File: config.mk
export PLATFORM = sky130hd
export DESIGN_NAME = fetch_stage
export DESIGN_NICKNAME = d
export VERILOG_FILES = /design/src/rtl/fetch_stage_pkg.sv /design/src/rtl/fetch_stage_pc_next_sel.sv /design/src/rtl/fetch_stage.sv
export SDC_FILE = /design/constraint.sdc
export NUM_CORES = 1
export LEC_CHECK = 0
export CAP_MARGIN = 20
export CORE_MARGIN = 1
export CORE_UTILIZATION = 40
export CTS_CLUSTER_DIAMETER = 80
export DETAILED_ROUTE_END_ITERATION = 12
export PLACE_DENSITY = 0.71
export SLEW_MARGIN = 20
export SYNTH_ARGS = -nofsm -noshare
export SYNTH_HDL_FRONTEND = slang
export SYNTH_SLANG_ARGS = --single-unit
File: constraint.sdc
create_clock -name clk -period 1.9 [get_ports clk]
set_input_delay 0.285 -clock clk [delete_from_list [all_inputs] [get_ports clk]]
set_output_delay 0.285 -clock clk [all_outputs]
set_load 0.03 [all_outputs]
File: src/rtl/fetch_stage_pkg.sv
// rtl/fetch_stage_pkg.sv - shared pipeline constants and IF/ID bundle type
package fetch_stage_pkg;

   localparam int          PIPE_PC_WIDTH    = 32;
   localparam logic [31:0] NOP_INST         = 32'h0000_0000;
   localparam logic [31:0] PC_STEP          = 32'd4;
   localparam logic [31:0] DEFAULT_RESET_PC = 32'h0000_0000;

   // IF/ID register contents, consumed as-is by decode
   typedef struct packed {
      logic [31:0]              inst;
      logic [PIPE_PC_WIDTH-1:0] pc_plus4;
      logic                     valid;
   } ifid_t;

   // Branch targets are word addresses; low byte-offset bits are dropped
   function automatic logic [PIPE_PC_WIDTH-1:0] word_align(input logic [PIPE_PC_WIDTH-1:0] addr);
      return {addr[PIPE_PC_WIDTH-1:2], 2'b00};
   endfunction

endpackage

File: src/rtl/fetch_stage_pc_next_sel.sv
// rtl/fetch_stage_pc_next_sel.sv - next-PC priority mux: redirect, pending, sequential
module pc_next_sel
   import fetch_stage_pkg::*;
#(
   parameter int PC_WIDTH = PIPE_PC_WIDTH
) (
   input  logic                redirect_valid,
   input  logic [PC_WIDTH-1:0] redirect_target,
   input  logic                pend_valid,
   input  logic [PC_WIDTH-1:0] pend_target,
   input  logic [PC_WIDTH-1:0] pc_plus4,
   output logic [PC_WIDTH-1:0] next_pc
);

   // A fresh redirect is newer than anything buffered, so it wins
   always_comb begin
      next_pc = pc_plus4;
      if (redirect_valid) begin
         next_pc = {redirect_target[PC_WIDTH-1:2], 2'b00};
      end else if (pend_valid) begin
         next_pc = pend_target;
      end
   end

endmodule

File: src/rtl/fetch_stage.sv
// rtl/fetch_stage.sv - instruction fetch: PC, IF/ID register, pending redirect buffer
module fetch_stage
   import fetch_stage_pkg::*;
#(
   parameter int                  PC_WIDTH     = PIPE_PC_WIDTH,
   parameter int                  INST_NUM_BIT = 8,
   parameter logic [PC_WIDTH-1:0] RESET_PC     = DEFAULT_RESET_PC
) (
   input  logic                    clk,
   input  logic                    reset,
   input  logic                    stall,
   input  logic                    redirect_valid,
   input  logic [PC_WIDTH-1:0]     redirect_target,
   output logic [INST_NUM_BIT-1:0] inst_addr,
   input  logic [31:0]             instruction,
   output logic [PC_WIDTH-1:0]     pc,
   output logic [31:0]             ifid_inst,
   output logic [PC_WIDTH-1:0]     ifid_pc_plus4,
   output logic                    ifid_valid
);

   logic [PC_WIDTH-1:0] pc_q, pc_d;
   ifid_t               ifid_q, ifid_d;
   logic                pend_valid_q, pend_valid_d;
   logic [PC_WIDTH-1:0] pend_target_q, pend_target_d;
   logic [PC_WIDTH-1:0] pc_plus4;
   logic [PC_WIDTH-1:0] next_pc;

   // Carry out of the PC adder is discarded, so fetch wraps at the top of memory
   assign pc_plus4  = pc_q + PC_STEP[PC_WIDTH-1:0];
   assign inst_addr = pc_q[INST_NUM_BIT+1:2];

   pc_next_sel #(
      .PC_WIDTH(PC_WIDTH)
   ) u_pc_next_sel (
      .redirect_valid (redirect_valid),
      .redirect_target(redirect_target),
      .pend_valid     (pend_valid_q),
      .pend_target    (pend_target_q),
      .pc_plus4       (pc_plus4),
      .next_pc        (next_pc)
   );

   // Advance on unstalled cycles; while stalled, park the newest redirect so it is not lost.
   // The delay-slot instruction is never flushed: it enters IF/ID on the redirect edge.
   always_comb begin
      pc_d          = pc_q;
      ifid_d        = ifid_q;
      pend_valid_d  = pend_valid_q;
      pend_target_d = pend_target_q;
      if (!stall) begin
         pc_d            = next_pc;
         ifid_d.inst     = instruction;
         ifid_d.pc_plus4 = pc_plus4;
         ifid_d.valid    = 1'b1;
         pend_valid_d    = 1'b0;
      end else if (redirect_valid) begin
         pend_valid_d  = 1'b1;
         pend_target_d = {redirect_target[PC_WIDTH-1:2], 2'b00};
      end
   end

   // Fetch state; reset clears everything immediately
   always_ff @(posedge clk or negedge reset) begin
      if (!reset) begin
         pc_q            <= RESET_PC;
         ifid_q.inst     <= NOP_INST;
         ifid_q.pc_plus4 <= '0;
         ifid_q.valid    <= 1'b0;
         pend_valid_q    <= 1'b0;
         pend_target_q   <= '0;
      end else begin
         pc_q          <= pc_d;
         ifid_q        <= ifid_d;
         pend_valid_q  <= pend_valid_d;
         pend_target_q <= pend_target_d;
      end
   end

   assign pc            = pc_q;
   assign ifid_inst     = ifid_q.inst;
   assign ifid_pc_plus4 = ifid_q.pc_plus4;
   assign ifid_valid    = ifid_q.valid;

endmodule

==> reports/qor.txt <==
outcome: finished clean
Non-Filler Instances: 1,048
Critical Path AT: 1.59 ns
hpwl dp: 14.3 mm
Post-synth top flop: dfrtp_1
Clock Sinks: 124
Slew HR: 56.1%
Power Total: 9320 uW
Cell Rows: 45
crit path max fanout: 7
fin crit period: 1.87 ns
layout cell share with drive strength beyond 1: 25.3%
I/O pins: 173
1st-pass router iterations: 5
Hold Vio Cnt, Final: 0
Clock Path Buffers: 2
setup bufs post-CTS: 0
vias in the first global route: 5,894
Post-Synthesis Cells: 616
async set-reset flop share out of synthesis: 100%
H-tree depth: 4
largest net degree at the start of global routing: 42
max frequency: 535 MHz
Worst setup EP type: primary output
Nets: 893
Root Buffer: clkbuf_16
final instance area: 0.00929 sq mm
full die area: 0.0164 sq mm
DR iter-0 viols: 406
Chip Height: 128 microns
Final Core Density: 60.4%
first-pass GRT wire length: 31.2 mm
Total Routing Usage GR: 24.9%
setup TNS: 0 ns
die width: 128 microns
Worst Path Buf+Inv: 2
Worst-Margin Slew: 0.657 ns
Yosys top cell area share: 48.8%
worst path required time: 1.62 ns
worst hold path type: primary input to flip-flop
CTS tree: built
DR vias/cell: 5.58
Post-route DRC: 0
fin. max-slew vios: 0
Power Density: 1000 mW/mm^2
Routed Antenna Nets: 0
Mean Syn Cell Area: 10.3 sq um
final period utilization: 98.5%
flops & latches, synth: 124
Ys Warns: 0
Yosys top cell by area: dfrtp_1
GP Congestion: 0.857
final setup violation count: 0
crit path launch type: flip-flop
Routed WL: 19.5 mm
clk_lat worst skew: 0.42 ns
Area Overhead vs Synth: 46.0%
Inserted Diodes: 0
number of buffers added on ports: 166
clock slew seen by the registers of the worst setup and hold paths: 0.06 ns
largest cells by area after synthesis: dfrtp_1 49%, mux2_2 12%, nand2_1 2.9%
post-synthesis sequential area ratio: 48.8%
crit-path max cell delay: 0.68 ns
CP delay by family, top: buffers and inverters
CTS Buf Count: 17
Post-synth EDFFs: 0
placed insts: 1,015
Core Region: 0.0154 sq mm
GR Overflow Total: 0
placed cell areas: 0.00870 sq mm
antenna violations before repair: 0
CP Class: flip-flop to primary output
LEAKAGE: 0.00384 uW
Initial Util: 41.4%
slowest CP cell: clkdlybuf4s50_1
Netlist cell types: 60
max cap viols: 0
wire per inst: 18.6 microns
commonest non-fill, non-tap cell in the layout: clkdlybuf4s50_1
Via Count: 5,848
skew final: 0.00465 ns
commonest cells after routing, fill and taps aside: 131 x clkdlybuf4s50_1, 105 x dfrtp_1, 78 x buf_4, 67 x mux2_2, 48 x nand2_1
VDD IR max: 0.537 mV
CP cell instances: buf_4, clkdlybuf4s50_1
Cell Area, Synth: 0.00636 sq mm
-- registers in the layout, indices dropped and copies added (netlist names) --
name / count
ifid_valid: 1
pc: 30
ifid_inst: 32
pend_target_q: 30
pend_valid_q: 1
ifid_pc_plus4: 30
-- kinds of logic (layout without fill, tap and decap cells) --
family                     after synthesis  after routing  share of synthesized area (%)
muxes                                   69             69                           12.2
buffers and inverters                   77            295                           5.54
xor gates and xnor gates                 9              9                           1.24
DFF                                    124            124                           48.8
AOI/OAI and AO/OA                      145            145                           16.1
and+or+nand+nor                        190            190                           15.9
other                                    1              4                         0.0589
adders and majority gates                1              1                          0.197
-- worst register-to-register path: cells and delay by family, from the launching register on --
| kind | cells | cell delay [ns] |
|---|---|---|
| AOI/OAI and AO/OA | 1 | 0.31 |
| and+or+nand+nor | 3 | 0.81 |
| buffers and inverters | 1 | 0.20 |
| DFF | 1 | 0.39 |
-- where the power goes --
| group | switching, uW | internal, uW | leakage, uW | total (uW) |
|---|---|---|---|---|
| Clock | 1190 | 2050 | 0.000280 | 3240 |
| Combinational | 1550 | 1220 | 0.00212 | 2770 |
| Sequential | 273 | 3040 | 0.00144 | 3320 |
| Total | 3000 | 6320 | 0.00384 | 9320 |
-- area by class of cell --
| class | count | area, sq um |
|---|---|---|
| fill | 1272 | 6080 |
| sequential | 124 | 3130 |
| multi-input combinational | 418 | 2950 |
| timing repair buffer | 247 | 2310 |
| clock buffer | 20 | 437 |
| tap | 211 | 264 |
| clock inverter | 12 | 146 |
| inverter | 16 | 60.1 |
-- metrics by stage --
stage / worst slack (ns) / hold slack (ns)
after floorplan: -0.00236 / -0.0106
after global placement: -0.120 / 0.265
after detailed placement: -0.144 / 0.268
after CTS: 0.00146 / 0.333
after global routing: -0.000687 / 0.358
final: 0.0292 / 0.362
-- path summary, 6_finish.rpt --
check / start / end / slack, ns / depth (start not counted)
setup / recovery: pc[5]$_DFFE_PN0N_ / inst_addr[3] / 0.03 / 2
hold / removal: stall / pc[14]$_DFFE_PN0N_ / 0.36 / 2
setup reg to reg: pc[18]$_DFFE_PN0N_ / pc[25]$_DFFE_PN0N_ / 0.07 / 5
hold reg to reg: ifid_valid$_DFFE_PN0N_ / ifid_valid$_DFFE_PN0N_ / 0.47 / 1
max in group asynchronous: reset / pc[6]$_DFFE_PN0N_ / 0.95 / 3
min in group asynchronous: reset / ifid_pc_plus4[20]$_DFFE_PN0N_ / 0.37 / 2
-- layer usage --
layer	global-route usage [%]	wire length, microns
met3	6.01	1410
met2	39.3	9210
met4	10.2	483
met1	32.7	8370
met5	0	0
-- cell usage after synthesis (3+ instances only) --
library cell	count
dfrtp_1	124
mux2_2	67
nand2_1	49
clkbuf_1	33
o21ai_0	27
nor2_1	25
a21oi_1	24
nand3_1	23
nor3_1	22
a22oi_1	18
inv_1	16
buf_4	15
nand4_1	12
a311o_1	10
a31oi_1	10
nor4_1	8
o31ai_1	8
buf_1	7
xnor2_1	7
a221o_1	6
buf_2	6
nand2b_1	6
o221ai_1	6
or4_1	6
and3_1	5
and4_1	5
or3_1	5
and2_1	4
nor2b_1	4
o211ai_1	4
o311a_1	4
a211oi_1	3
a2bb2oi_1	3
nand3b_1	3
o21a_1	3
o22ai_1	3
o31a_1	3
or2_2	3
-- what timing repair did --
action / 4_1_cts / 5_1_grt
endpoints found under the setup margin: 25 / 11
hold buffers: 1 / 0
gates resized for setup: 25 / 11
endpoints found under the hold margin: 26 / 0
gates cloned: 0 / 0
(Power assumes the default switching activity.)
